`src/rtl/float_to_int.sv`:
```
// IEEE-754 single precision to signed 32-bit integer converter, truncating toward zero.
// Alignment is done by a one-bit-per-cycle shifter, so latency depends on the exponent.
module float_to_int (
    input  logic        clk,
    input  logic        rst,
    input  logic        start,
    input  logic [31:0] x,
    output logic        busy,
    output logic        done,
    output logic [31:0] z,
    output logic [1:0]  overflow
);

    typedef enum logic [1:0] {IDLE, CHECK, SHIFT, SIGN} state_e;

    localparam logic [31:0] INT_MAX = 32'h7FFF_FFFF;
    localparam logic [31:0] INT_MIN = 32'h8000_0000;

    state_e      state_q, state_d;
    logic        busy_q, busy_d;
    logic        done_q, done_d;
    logic [31:0] z_q, z_d;
    logic [1:0]  ovf_q, ovf_d;

    logic        s_q, s_d;
    logic [7:0]  e_q, e_d;
    logic [22:0] m_q, m_d;
    logic [31:0] acc_q, acc_d;
    logic [4:0]  count_q, count_d;
    logic        left_q, left_d;

    always_comb begin
        // NOTE: every signal gets a default here, so no path through the case can infer a latch.
        state_d = state_q;
        busy_d  = busy_q;
        done_d  = 1'b0;
        z_d     = z_q;
        ovf_d   = ovf_q;
        s_d     = s_q;
        e_d     = e_q;
        m_d     = m_q;
        acc_d   = acc_q;
        count_d = count_q;
        left_d  = left_q;

        unique case (state_q)
            IDLE: begin
                if (start) begin
                    s_d     = x[31];
                    e_d     = x[30:23];
                    m_d     = x[22:0];
                    busy_d  = 1'b1;
                    state_d = CHECK;
                end
            end
            CHECK: begin
                state_d = IDLE;
                busy_d  = 1'b0;
                done_d  = 1'b1;
                if (e_q == 8'hFF && m_q != 23'd0) begin
                    z_d   = INT_MIN;
                    ovf_d = 2'b11;
                end else if ({s_q, e_q, m_q} == 32'hCF00_0000) begin
                    z_d   = INT_MIN;
                    ovf_d = 2'b00;
                end else if (e_q >= 8'd158) begin
                    z_d   = s_q ? INT_MIN : INT_MAX;
                    ovf_d = 2'b01;
                end else if (e_q == 8'd0 && m_q == 23'd0) begin
                    z_d   = 32'd0;
                    ovf_d = 2'b00;
                end else if (e_q < 8'd127) begin
                    z_d   = 32'd0;
                    ovf_d = 2'b10;
                end else begin
                    busy_d = 1'b1;
                    done_d = 1'b0;
                    acc_d  = {8'b0, 1'b1, m_q};
                    left_d = (e_q > 8'd150);
                    // |e-150| is at most 23 here, so 5-bit modular arithmetic on e[4:0] is exact.
                    count_d = (e_q < 8'd150) ? (5'd22 - e_q[4:0]) : (e_q[4:0] - 5'd22);
                    state_d = (count_d == 5'd0) ? SIGN : SHIFT;
                end
            end
            SHIFT: begin
                acc_d   = left_q ? (acc_q << 1) : (acc_q >> 1);
                count_d = count_q - 5'd1;
                if (count_q == 5'd1) state_d = SIGN;
            end
            SIGN: begin
                z_d     = s_q ? -acc_q : acc_q;
                ovf_d   = 2'b00;
                done_d  = 1'b1;
                busy_d  = 1'b0;
                state_d = IDLE;
            end
        endcase
    end

    always_ff @(posedge clk) begin
        if (rst) begin
            state_q <= IDLE;
            busy_q  <= 1'b0;
            done_q  <= 1'b0;
            z_q     <= 32'd0;
            ovf_q   <= 2'b00;
        end else begin
            state_q <= state_d;
            busy_q  <= busy_d;
            done_q  <= done_d;
            z_q     <= z_d;
            ovf_q   <= ovf_d;
        end
    end

    // NOTE: operand and shifter registers are always loaded before use, so they carry no reset.
    always_ff @(posedge clk) begin
        s_q     <= s_d;
        e_q     <= e_d;
        m_q     <= m_d;
        acc_q   <= acc_d;
        count_q <= count_d;
        left_q  <= left_d;
    end

    assign busy     = busy_q;
    assign done     = done_q;
    assign z        = z_q;
    assign overflow = ovf_q;

endmodule
```
`config.mk`:
```
export PLATFORM = sky130hd
export DESIGN_NAME = float_to_int
export DESIGN_NICKNAME = d
export VERILOG_FILES = /design/src/rtl/float_to_int.sv
export SDC_FILE = /design/constraint.sdc
export NUM_CORES = 1
export LEC_CHECK = 0
export BUFFER_PORTS_ARGS = -buffer_cell sky130_fd_sc_hd__buf_2
export CAP_MARGIN = 10
export CORE_UTILIZATION = 45
export CTS_CLUSTER_DIAMETER = 60
export DETAILED_ROUTE_END_ITERATION = 16
export PLACE_DENSITY_LB_ADDON = 0.2
export SYNTH_ARGS = -nofsm -noshare
export SYNTH_HDL_FRONTEND = slang
export SYNTH_SLANG_ARGS = --single-unit
```
`constraint.sdc`:
```
create_clock -name clk -period 8.6 [get_ports clk]
set_input_delay 1.72 -clock clk [delete_from_list [all_inputs] [get_ports clk]]
set_output_delay 1.72 -clock clk [all_outputs]
set_load 0.02 [all_outputs]
```
# ---- Word-level counts from Yosys, hierarchy flattened
# Cells that the tools add are included.
dict set report word_totals {
  register_bits 108
  input_bits 35
  output_inout_bits 36
}
dict set report classes {
  order_cmp 4
  n_reduce_logical 16
  n_addsub 4
  n_mux 50
  n_bitwise 5
  n_eq_ne 14
}
# op count
set ops {}
lappend ops {{32-bit 2-to-1 mux} 13}
lappend ops {{32-bit case mux with 2 select lines} 2}
lappend ops {{32-bit equality test, second input constant} 1}
lappend ops {{32-bit negator} 1}
lappend ops {{5-bit 2-to-1 mux} 6}
lappend ops {{2-bit 2-to-1 mux} 12}
lappend ops {{23-bit logical NOT} 1}
lappend ops {{23-bit nonzero test} 1}
lappend ops {{2-bit inequality test, second input constant} 7}
lappend ops {{1-bit 2-to-1 mux} 12}
lappend ops {{6-bit AND reduction} 2}
lappend ops {{5-bit case mux with 2 select lines} 1}
lappend ops {{8-bit equality test, second input constant} 1}
lappend ops {{8-bit greater-or-equal comparator, second input constant} 1}
lappend ops {{8-bit > comparator, second input constant} 1}
lappend ops {{8-bit logical NOT} 1}
lappend ops {{8-bit by 7-bit less-than comparator with 1-bit output, second input constant} 1}
lappend ops {{8-bit less-than comparator, second input constant} 1}
lappend ops {{2-bit case mux with 4 select lines} 1}
lappend ops {{2-bit AND reduction} 4}
lappend ops {{6-bit inequality test, second input constant} 1}
lappend ops {{5-bit by 1-bit equality test with 1-bit output, second input constant} 1}
lappend ops {{5-bit logical NOT} 1}
lappend ops {{1-bit inverter} 5}
lappend ops {{12 further kinds} 15}

# ---- Depth between registers and ports, before layout
# Gate-level depths: netlist (run 1).
dict set report depth {
  word_depth 10
  depth_mapped 10
  ltp_nobuf 8
}

# ---- Worst setup path after synthesis (run 1)
# No wires, ideal clock.
dict set report synth_timing {
  path_kind {register to register}
  start {reg e_q[1]}
  end {reg acc_q[0], enable pin}
  path_slack_ns 5.333
  period_less_slack_ns 3.267
  setup_ns 0.511
  arrival_time_ns 2.756
  path_stages_with_launch 9
  cell_sequence {edfxtp_1 > inv_1 > ha_1 > or4b_1 > o22ai_1 > or4b_2 > nor2b_1 > nand2_1 > nand2_1}
}
dict set report synth_via {
  elab_chain_cells 4
  word_cells_on_any_way 13
}
# element line
set synth_rtl {}
lappend synth_rtl {{from (decl)} 26} ;# logic [7:0] e_q, e_d;
lappend synth_rtl {{from (signal assigned)} 119} ;# e_q <= e_d;
lappend synth_rtl {{branches (longest 3 deep; another with 8-bit by 7-bit less-than comparator with 1-bit output)} -}
lappend synth_rtl {{6-bit AND reduction (no source line) *} -}
lappend synth_rtl {{to (signal assigned)} 121} ;# acc_q <= acc_d;
lappend synth_rtl {{to (decl)} 28} ;# logic [31:0] acc_q, acc_d;
# Every way passes the cells marked *.
# A chain may end at the register's enable or synchronous reset.

# ---- Worst setup path after layout (run 1)
dict set report layout_timing {
  start {reg s_q}
  end {reg acc_q[24], enable pin}
}
dict set report layout_via {
  elab_chain_cells 3
}
# element line
set layout_rtl {}
lappend layout_rtl {{from (decl)} 25} ;# logic s_q, s_d;
lappend layout_rtl {{from (signal assigned)} 118} ;# s_q <= s_d;
lappend layout_rtl {{32-bit equality test} 63} ;# end else if ({s_q, e_q, m_q} == 32'hCF00_0000) begin
lappend layout_rtl {{2-bit inequality test (no source line)} -}
lappend layout_rtl {{6-bit AND reduction (no source line)} -}
# Every way passes these cells.

==> key figures, run 1 <==
Run status
  • Status: finished, final reports clean

Critical path
  • CP arrival: 3.21 ns
  • R2r setup slk: around 5.5 ns
  • Cells on worst reg2reg path: 7
  • Critical path class: reg2reg
  • RR Endpoint: acc_q[24]
  • CP endpoint kind: flop
  • Startpoint types: flop
  • Worst-path fanout max: 37
  • Critical Path End: acc_q[24]
  • Critical R2R Launch: s_q
  • Required @ worst endpoint: 8.66 ns
  • Worst setup startpoint: s_q

Power and ir drop
  • Power Internal: between 800 and 900 uW
  • Sw Pwr: 334 uW
  • Comb power frac: 0.136
  • Seq pwr share: 0.524
  • Leak Pwr: ~0.0023 uW
  • Clock share of power: 0.339
  • Power, Total: around 1200 uW
  • Switching share of power: 0.280
  • Worst vdd ir: 0.105 mV
  • PD cells: 193 mW/mm^2

Placement
  • Pre-CTS setup slack: between 5 and 6 ns
  • Placed cell count: 716
  • RD Place Congestion: ~0.81
  • Detailed-placement wirelength estimate: 8200 um
  • Port Buffers: 70

Global route
  • Vias in the first global route: roughly 3700
  • GR Util All Layers: 0.192
  • Global-route wire length before repair: around 19000 um
  • Initial antenna violation count: 0
  • Largest net degree at the start of global routing: 66
  • Grt total ovfl: 0

Clock tree
  • Setup repair bufs after CTS: 0
  • Clock slew at reported path FFs: roughly 0.08 ns
  • Hold_buf cts: 0
  • Clock insertion delay at the later pin of the skew report: roughly 0.36 ns
  • # clock sinks: 108
  • Clock Tree Buf Depth: 2
  • Root buf cell: clkbuf_16
  • CTS-repair resized insts: 0
  • CTS Buf Count: 9
  • CTS tree: done
  • H-Tree Depth: 3

Detailed routing
  • TritonRoute pass-1 iters: 5
  • Routed WL: ~12000 um
  • DRT antenna net count: 0
  • Initial DRC count: ~340
  • Via count: ~4100
  • Routed wire per std cell: between 15 and 20 um
  • DRC Markers: 0
  • DR vias/cell: 5.58

Die
  • Initial Util: 0.470
  • Die Ht: ~110 um
  • Area of the core: roughly 0.012 mm^2
  • Die Area: ~0.013 mm^2
  • Die W: approximately 110 um
  • Ports: 71
  • Row count: 39

Timing
  • Setup ws final: between 5 and 6 ns
  • Slew at the pin closest to its max-slew limit: about 1.2 ns
  • RSZ-0062 raised after global routing: false
  • Total Negative Setup Slacks: 0 ns
  • Rel. slew slack: 0.201
  • Worst Clk Skew: 0.00968 ns
  • Max-slew violation count: 0
  • Final Hold Fails: 0
  • Fmax: about 320 MHz
  • # setup viols final: 0
  • Final Critical Period: ~3.1 ns
  • Ratio of final minimum period to clock period: 0.366

Synthesis
  • Syn Area/Cell: just over 10 um^2
  • Synth area leader: edfxtp_1
  • Largest family of logic cells by synthesized area: simple AND/OR/NAND/NOR gates
  • Async S/R FF share, synth: 0
  • Post-Synth XOR/XNOR Area: 0.0495
  • Number of synthesized flops with an enable pin: 70
  • Synth Warn #: 0
  • Synth Register Bits: 108
  • Yosys top cell area share: 0.383
  • Count of different cell masters after synthesis: 57
  • Synth Area in Adders: 0.0182
  • Post-Synth Simple-Gate Area: 0.172
  • Post-synthesis mux area share: 0.0661
  • Post-synthesis cell count: 538
  • Synth area leaders: edfxtp_1 (38%), dfxtp_1 (14%), mux2i_1 (6.2%)
  • Top FF cell, synth: edfxtp_1
  • Syn Std Cell Area: approximately 0.0055 mm^2
  • Synth Area in Compound Gates: 0.138
  • Syn_nets: slightly below 600
  • Seq/Total Area, Yosys: 0.522

Hold path
  • Hold Crit Class: reg2reg

Run
  • Max Cap Violations: 0

Cells and area
  • Final cell count without fillers: approximately 730
  • # fillers: about 1100
  • Antenna Cells: 0
  • Net count reported at finish: about 630
  • Final Util: 0.531
  • Syn-to-layout area delta: 12.9%
  • Share of layout cells above drive strength 1: 0.180
cell type report:
| cell class | instances | area, um^2 | area share |
|---|---|---|---|
| Sequential cell | 108 | 2860 | 0.462 |
| Multi-Input combinational cell | 380 | 2440 | 0.394 |
| Tap cell | 143 | 179 | 0.0289 |
| Clock buffer | 9 | 225 | 0.0364 |
| Timing Repair Buffer | 76 | 395 | 0.0638 |
| Clock inverter | 7 | 56.3 | 0.00909 |
| Inverter | 9 | 33.8 | 0.00545 |
cells in the final DEF, fill, tap and decap left out, drive strengths merged, types with 3 or more instances in the layout:
cell type / n
a211oi: 31
inv: 14
a31oi: 3
o21ai: 33
ha: 8
o31ai: 12
nor2b: 3
or2: 5
or4: 7
nor2: 55
clkbuf: 9
nand2b: 3
xnor2: 24
a21oi: 7
nor4: 10
o41ai: 5
buf: 76
nor3: 10
nand2: 70
or3: 7
xor2: 7
dfxtp: 38
nand3: 7
edfxtp: 70
nand3b: 4
a2111oi: 3
mux2i: 34
worst max-delay path: stages, from the launching register on:
cell and delay, ns:
edfxtp_1 1.15, nand2_1 0.17, o22ai_1 0.22, or4b_2 0.63, nor2b_1 0.17, nand2_1 0.12, nand2_1 0.06, buf_4 0.30
metrics by stage:
stage / hold slack, ns / cell area (um^2)
after global placement: 0.444 / 5910
after detailed placement: 0.449 / 5910
after CTS: 0.459 / 6190
final: 0.458 / 6190
after floorplan: 0.521 / 5490
after global routing: 0.493 / 6190
power by group through the flow:
stage,clock network [uW],logic (uW),registers [uW]
after floorplan,0,100,647
after global placement,0,163,636
after detailed placement,0,164,639
after CTS,414,165,627
after global routing,433,182,632
final,405,163,627
cell families after synthesis:
logic type,after synthesis
multiplexers,36
buffers and inverters,50
AND/OR/NAND/NOR,194
AO/OA/AOI/OAI,111
flip-flops,108
adder cells (fa/ha/maj),8
XOR/XNOR,31
how the worst min path moves through the flow:
stage / startpoint / to / slack (ns) / cells after the start
after detailed placement: overflow[1] / overflow[1] / 0.45 / 2
after global placement: overflow[0] / overflow[0] / 0.44 / 2
after CTS: overflow[1] / overflow[1] / 0.46 / 2
after floorplan: m_q[0] / acc_q[0] / 0.52 / 2
final: overflow[1] / overflow[1] / 0.46 / 2
after global routing: overflow[0] / overflow[0] / 0.49 / 2
sequential cells by signal, summed over array words and instances (netlist names), named ones only:
signal    cells
count_q       5
overflow      2
m_q          23
state_q       1
done          1
e_q           8
left_q        1
busy          1
z            32
acc_q        32
s_q           1
layer usage:
layer	up-vias	wire, um	track usage
met2	105	4890	0.268
met5	-	0	0
met4	0	160	0.0711
met1	1904	6120	0.298
met3	10	473	0.0313
li1	2063	-	-
Yosys cell counts, types with 2 or more instances:
cell type  number
inv_1           9
ha_1            8
or4_1           6
a211oi_1       31
mux2i_1        34
o21a_1          2
mux2_2          2
o22ai_1         2
nand2b_1        3
o21ai_0        32
dfxtp_1        38
nor3_1         10
o31ai_1        12
nor4_1          8
edfxtp_1       70
or3_1           7
o41ai_1         5
buf_1           7
xnor2_1        24
o31a_1          2
nor2_1         55
nand3_1         7
clkbuf_1       33
or2_2           5
o21bai_1        2
nand2_1        70
and2_1          2
a41oi_1         2
xor2_1          7
nand3b_1        4
a2111oi_0       2
a31oi_1         3
nor2b_1         3
and3_1          2
a21oi_1         7
Note: power is estimated with default switching activity, not from simulation.
==> run 2, diff against run 1 <==
Clock period 8.6 ns to 2.8 ns, I/O delays scaled along.
==> key figures, run 2 (same netlist as run 1, synthesis figures left out) <==
Clock tree
  • # clock sinks: 108 (unchanged)
  • Root buf cell: clkbuf_16
  • H-Tree Depth: 3 (unchanged)
  • Clock slew at reported path FFs: 0.07 ns (about the same)
  • Hold_buf cts: 0 (unchanged)
  • CTS tree: done
  • Clock insertion delay at the later pin of the skew report: 0.35 ns (about the same)
  • CTS Buf Count: 9 (unchanged)
  • Clock Tree Buf Depth: 2 (unchanged)

Critical path
  • Cells on worst reg2reg path: 6 (-1)
  • Startpoint types: flop
  • CP arrival: 2.88 ns (-0.33 ns)
  • RR Endpoint: z[25]
  • Kind of cell adding the most delay to the critical path: simple AND/OR/NAND/NOR gates
  • Slowest CP cell: or4_1
  • Crit-path cells: or4_1, or3_1, o41ai_1, xnor2_1, nand2_1, a211oi_1
  • CP peak stage delay: 0.62 ns (-0.53 ns)
  • R2r setup slk: 0.18 ns (-5.27 ns)
  • Critical R2R Launch: acc_q[2]
  • Worst-path fanout max: 9 (-76%)
  • Critical path class: reg2reg
  • CP Buf/Inv Count: 0 (-1)
  • Worst setup startpoint: acc_q[2]
  • Critical Path End: z[25]
  • Instance count on the critical path: 6 (-1)
  • CP endpoint kind: flop
  • Required @ worst endpoint: 3.06 ns (-5.60 ns)

Die
  • Die Ht: 112 um (unchanged)
  • Ports: 71 (unchanged)
  • Die W: 112 um (unchanged)
  • Die Area: 0.0126 mm^2 (unchanged)
  • Row count: 39 (unchanged)
  • Area of the core: 0.0117 mm^2 (unchanged)
  • Initial Util: 0.470 (unchanged)

Cells and area
  • # fillers: 1016 (-3.9%)
  • Multi-input gate area: 0.00254 mm^2 (+4.1%)
  • Reg area: 0.00286 mm^2 (unchanged)
  • Net count reported at finish: 658 (+4.9%)
  • Share of layout cells above drive strength 1: 0.226 (+0.0458)
  • Final Util: 0.561 (+0.0297)
  • Most frequent cells in the layout: edfxtp_1 (70), buf_2 (70), nand2_1 (68), nor2_1 (55), dfxtp_1 (38)
  • Antenna Cells: 0 (unchanged)
  • Syn-to-layout area delta: 19.2%

Timing
  • RSZ-0062 raised after global routing: false
  • Ratio of final minimum period to clock period: 0.934 (+0.568)
  • Max-slew violation count: 0 (unchanged)
  • Rel. slew slack: 0.341 (+0.140)
  • Worst Clk Skew: 0.00716 ns (-0.00252 ns)
  • Final Hold Fails: 0 (unchanged)
  • Setup ws final: 0.184 ns (-5.27 ns)
  • Fmax: 382 MHz (+20%)
  • Final Critical Period: 2.62 ns (-0.531 ns)
  • Slew at the pin closest to its max-slew limit: 0.986 ns (-0.213 ns)
  • # setup viols final: 0 (unchanged)

Global route
  • Global-route wire length before repair: 19000 um (-0.32%)
  • Grt total ovfl: 0 (unchanged)
  • Largest net degree at the start of global routing: 56 (-15%)
  • GR Util All Layers: 0.191 (-0.00110)
  • Vias in the first global route: 3802 (+3.5%)
  • Initial antenna violation count: 0 (unchanged)

Run
  • Max Cap Violations: 0 (unchanged)

Detailed routing
  • Routed WL: 12000 um (+3.4%)
  • DRC Markers: 0 (unchanged)
  • TritonRoute pass-1 iters: 5 (unchanged)
  • Routed wire per std cell: 15.8 um (-0.83%)
  • DRT antenna net count: 0 (unchanged)
  • Via count: 4209 (+3.1%)
  • DR vias/cell: 5.52 (-1.1%)
  • Initial DRC count: 321 (-4.5%)

Power and ir drop
  • Worst vdd ir: 0.347 mV (+230%)
  • Leak Pwr: 0.00252 uW (+8.4%)
  • PD cells: 584 mW/mm^2 (+200%)
  • Power, Total: 3820 uW (+220%)

Placement
  • Detailed-placement wirelength estimate: 8370 um (+2.0%)
  • Pre-CTS setup slack: -0.0403 ns (-5.58 ns)
  • RD Place Congestion: 0.850 (+5.3%)
  • Port Buffers: 70 (unchanged)

Hold path
  • Depth of the worst hold-timing path: 1 (-1)
  • Hold Crit Class: in2reg

Run status
  • Status: finished, final reports clean
## run 2: cell types whose count changed in the layout (fill, tap and decap cells not counted), moves of 2 or more
cell / delta
buf_4: +28
inv_6: -5
clkinv_4: +2
nand2_8: +4
nand2_1: -2
bufinv_16: +2
## run 2: where the power goes
part / leakage [uW] / switching (uW) / internal [uW] / total, uW
clock network: 0.000150 / 578 / 785 / 1360
logic: 0.00141 / 342 / 223 / 566
registers: 0.000963 / 68.1 / 1830 / 1890
total: 0.00252 / 988 / 2830 / 3820
## run 2: metrics by stage
| step | cell area, um^2 | cells | hold slack (ns) | TNS (ns) |
|---|---|---|---|---|
| floorplan | 5490 | 538 | 0.521 | 0 |
| global placement | 6110 | 742 | 0.439 | 0 |
| detailed placement | 6110 | 742 | 0.450 | -1.43 |
| CTS | 6440 | 758 | 0.365 | 0 |
| global route | 6540 | 763 | 0.365 | 0 |
| finish | 6540 | 763 | 0.379 | 0 |
## run 2: layer usage
metal | track usage | vias up | wire length (um)
met5 | 0 | - | 0
met1 | 0.284 | 1960 | 6110
met2 | 0.277 | 103 | 5220
li1 | - | 2134 | -
met3 | 0.0356 | 12 | 512
met4 | 0.0684 | 0 | 191
## run 2: how the worst min path moves through the flow
stage	end	startpoint	slack [ns]
after floorplan	acc_q[0]	m_q[0]	0.52
after global placement	overflow[1]	overflow[1]	0.44
after detailed placement	overflow[1]	overflow[1]	0.45
after CTS	m_q[10]	x[10]	0.37
after global routing	m_q[10]	x[10]	0.36
final	m_q[10]	x[10]	0.38
## run 2: area by class of cell
class / instances / share of cell area
flip-flops and latches: 108 / 0.438
clock inverters: 6 / 0.0136
well taps: 143 / 0.0274
inverters: 9 / 0.00517
multi-input cells: 383 / 0.389
clock buffers: 10 / 0.0350
repair buffers: 104 / 0.0926
## run 2: timing repair
action                                  CTS  global route
endpoints found under the setup margin   38            39
pin swaps                                 0             2
gates resized for setup                   2             8
gates cloned                              0             3
buffers inserted                          0             2
## run 2: worst register-to-register path, delay by kind of cell, from the launching register on
kind / cells / cell delay [ns]
xor gates and xnor gates: 1 / 0.16
DFF: 1 / 0.49
and+or+nand+nor: 3 / 1.26
AOI/OAI and AO/OA: 2 / 0.62
==> run 3, diff against run 2 <==
Settings changed: CELL_PAD_IN_SITES_DETAIL_PLACEMENT from default to 1, CELL_PAD_IN_SITES_GLOBAL_PLACEMENT from default to 2, CORE_UTILIZATION 45 to 34.
==> key figures, run 3 (same netlist as run 1, synthesis figures left out) <==
Cells and area
  • Share of layout cells above drive strength 1: 0.225 (-0.000364)
  • Final cell count without fillers: 837 (+9.7%)
  • Syn-to-layout area delta: 20.6%
  • Most frequent cells in the layout: edfxtp_1 (70), buf_2 (70), nand2_1 (69), nor2_1 (55), dfxtp_1 (38)
  • Antenna Cells: 0 (unchanged)
  • Net count reported at finish: 659 (+0.15%)

Clock tree
  • CTS tree: done
  • CTS Buf Count: 9 (unchanged)
  • Root buf cell: clkbuf_16
  • # clock sinks: 108 (unchanged)
  • H-Tree Depth: 3 (unchanged)
  • Clock Tree Buf Depth: 2 (unchanged)
  • Clock insertion delay at the later pin of the skew report: 0.35 ns (about the same)
  • Clock slew at reported path FFs: 0.07 ns (about the same)
  • Hold_buf cts: 0 (unchanged)

Critical path
  • CP peak stage delay: 0.48 ns (-0.14 ns)
  • Critical path class: reg2reg
  • Required @ worst endpoint: 3.07 ns (about the same)
  • Worst-path fanout max: 5 (-4)
  • CP endpoint kind: flop
  • R2r setup slk: 0.13 ns (-0.06 ns)
  • Critical R2R Launch: acc_q[1]
  • Crit-path cells: inv_1, ha_1, or3b_2, or3_1, buf_4, o31a_1, xor2_1, nand2_1, a211oi_1
  • Slowest CP cell: or3_1
  • Startpoint types: flop
  • CP arrival: 2.94 ns (+0.06 ns)
  • RR Endpoint: z[12]
  • Cells on worst reg2reg path: 9 (+3)

Timing
  • Final hold slack: 0.382 ns (+0.00326 ns)
  • Worst Clk Skew: 0.00372 ns (-0.00344 ns)
  • Final Critical Period: 2.67 ns (+0.0575 ns)
  • Slew at the pin closest to its max-slew limit: 0.746 ns (-0.240 ns)
  • Rel. slew slack: 0.502 (+0.161)
  • Fmax: 374 MHz (-2.2%)
  • # setup viols final: 0 (unchanged)
  • RSZ-0062 raised after global routing: false
  • Total Negative Setup Slacks: 0 ns (unchanged)
  • Ratio of final minimum period to clock period: 0.955 (+0.0205)
  • Max-slew violation count: 0 (unchanged)
  • Final Hold Fails: 0 (unchanged)

Hold path
  • Hold Crit Class: in2reg
  • Worst Hold Path EP: e_q[4]
  • Depth of the worst hold-timing path: 1 (unchanged)
  • Hold path start: x[27]

Die
  • Die Ht: 129 um (+15%)
  • Area of the core: 0.0158 mm^2 (+36%)
  • Row count: 46 (+18%)
  • Initial Util: 0.347 (-0.124)
  • Ports: 71 (unchanged)
  • Die Area: 0.0166 mm^2 (+32%)
  • Die W: 129 um (+15%)

Global route
  • Grt total ovfl: 0 (unchanged)
  • Largest net degree at the start of global routing: 56 (unchanged)
  • Global-route wire length before repair: 22000 um (+15%)
  • Initial antenna violation count: 0 (unchanged)
  • Vias in the first global route: 4141 (+8.9%)
  • GR Util All Layers: 0.170 (-0.0206)

Power and ir drop
  • Worst vdd ir: 0.305 mV (-12%)
  • Leak Pwr: 0.00252 uW (about the same)
  • PD cells: 575 mW/mm^2 (-1.6%)

Detailed routing
  • TritonRoute pass-1 iters: 4 (-1)
  • Initial DRC count: 137 (-57%)
  • DRT antenna net count: 0 (unchanged)
  • DR vias/cell: 5.04 (-8.7%)
  • DRC Markers: 0 (unchanged)
  • Via count: 4217 (+0.19%)
  • Routed wire per std cell: 16.3 um (+3.4%)
  • Routed WL: 13700 um (+13%)

Run
  • Max Cap Violations: 0 (unchanged)

Placement
  • Detailed-placement wirelength estimate: 10100 um (+20%)
  • RD Place Congestion: 0.757 (-11%)
  • Placed cell count: 821 (+11%)
  • Port Buffers: 70 (unchanged)

Run status
  • Status: finished, final reports clean
[run 3: timing repair]
item	4_1_cts	5_1_grt
gates resized for setup	1	5
setup buffers	0	0
gates cloned	0	0
pin swaps	0	0
endpoints found under the setup margin	1	63
[run 3: layout make-up]
class	count	area [um^2]
Clock buffer	9	225
Clock inverter	7	81.3
Fill cell	1784	9210
Inverter	9	33.8
Multi-Input combinational cell	380	2480
Sequential cell	108	2860
Tap cell	216	270
Timing Repair Buffer	108	661
[run 3: per-layer routing]
layer  vias up  GRT usage  share of wire
met2        70      0.255           0.43
met3        12     0.0231          0.031
li1       2129          -              -
met4         0     0.0540          0.013
met5         -          0              0
met1      2006      0.254           0.53
[run 3: power breakdown]
group	internal, uW	switching [uW]
Combinational	226	350
Clock	772	562
Sequential	1830	71.3
Total	2820	983
[run 3: how the worst max path moves through the flow]
stage / from / to / slack, ns / cells after the start
after detailed placement: acc_q[12] / z[29] / 0.004 / 6
after floorplan: e_q[1] / acc_q[0] / 0.07 / 8
final: acc_q[1] / z[12] / 0.13 / 9
after CTS: acc_q[12] / z[25] / 0.01 / 6
after global placement: acc_q[12] / z[29] / 0.03 / 6
after global routing: acc_q[1] / z[12] / 0.009 / 9
[run 3: worst max-delay path: cells and delay by family (launching register included)]
kind                       cells  cell delay [ns]
adders and majority gates      1             0.18
xor gates and xnor gates       1             0.15
buffers and inverters          2             0.34
and+or+nand+nor                3             1.02
AOI/OAI and AO/OA              2             0.46
DFF                            1             0.44
[run 3: through the flow]
step,utilization,setup WS (ns),total power [uW],cell area (um^2)
after detailed placement,0.397,0.00359,2510,6280
after global placement,0.397,0.0254,2500,6280
final,0.418,0.127,3810,6620
after global routing,0.418,0.00907,3970,6620
after floorplan,-,0.0718,2300,5490
after CTS,0.416,0.0143,3850,6590
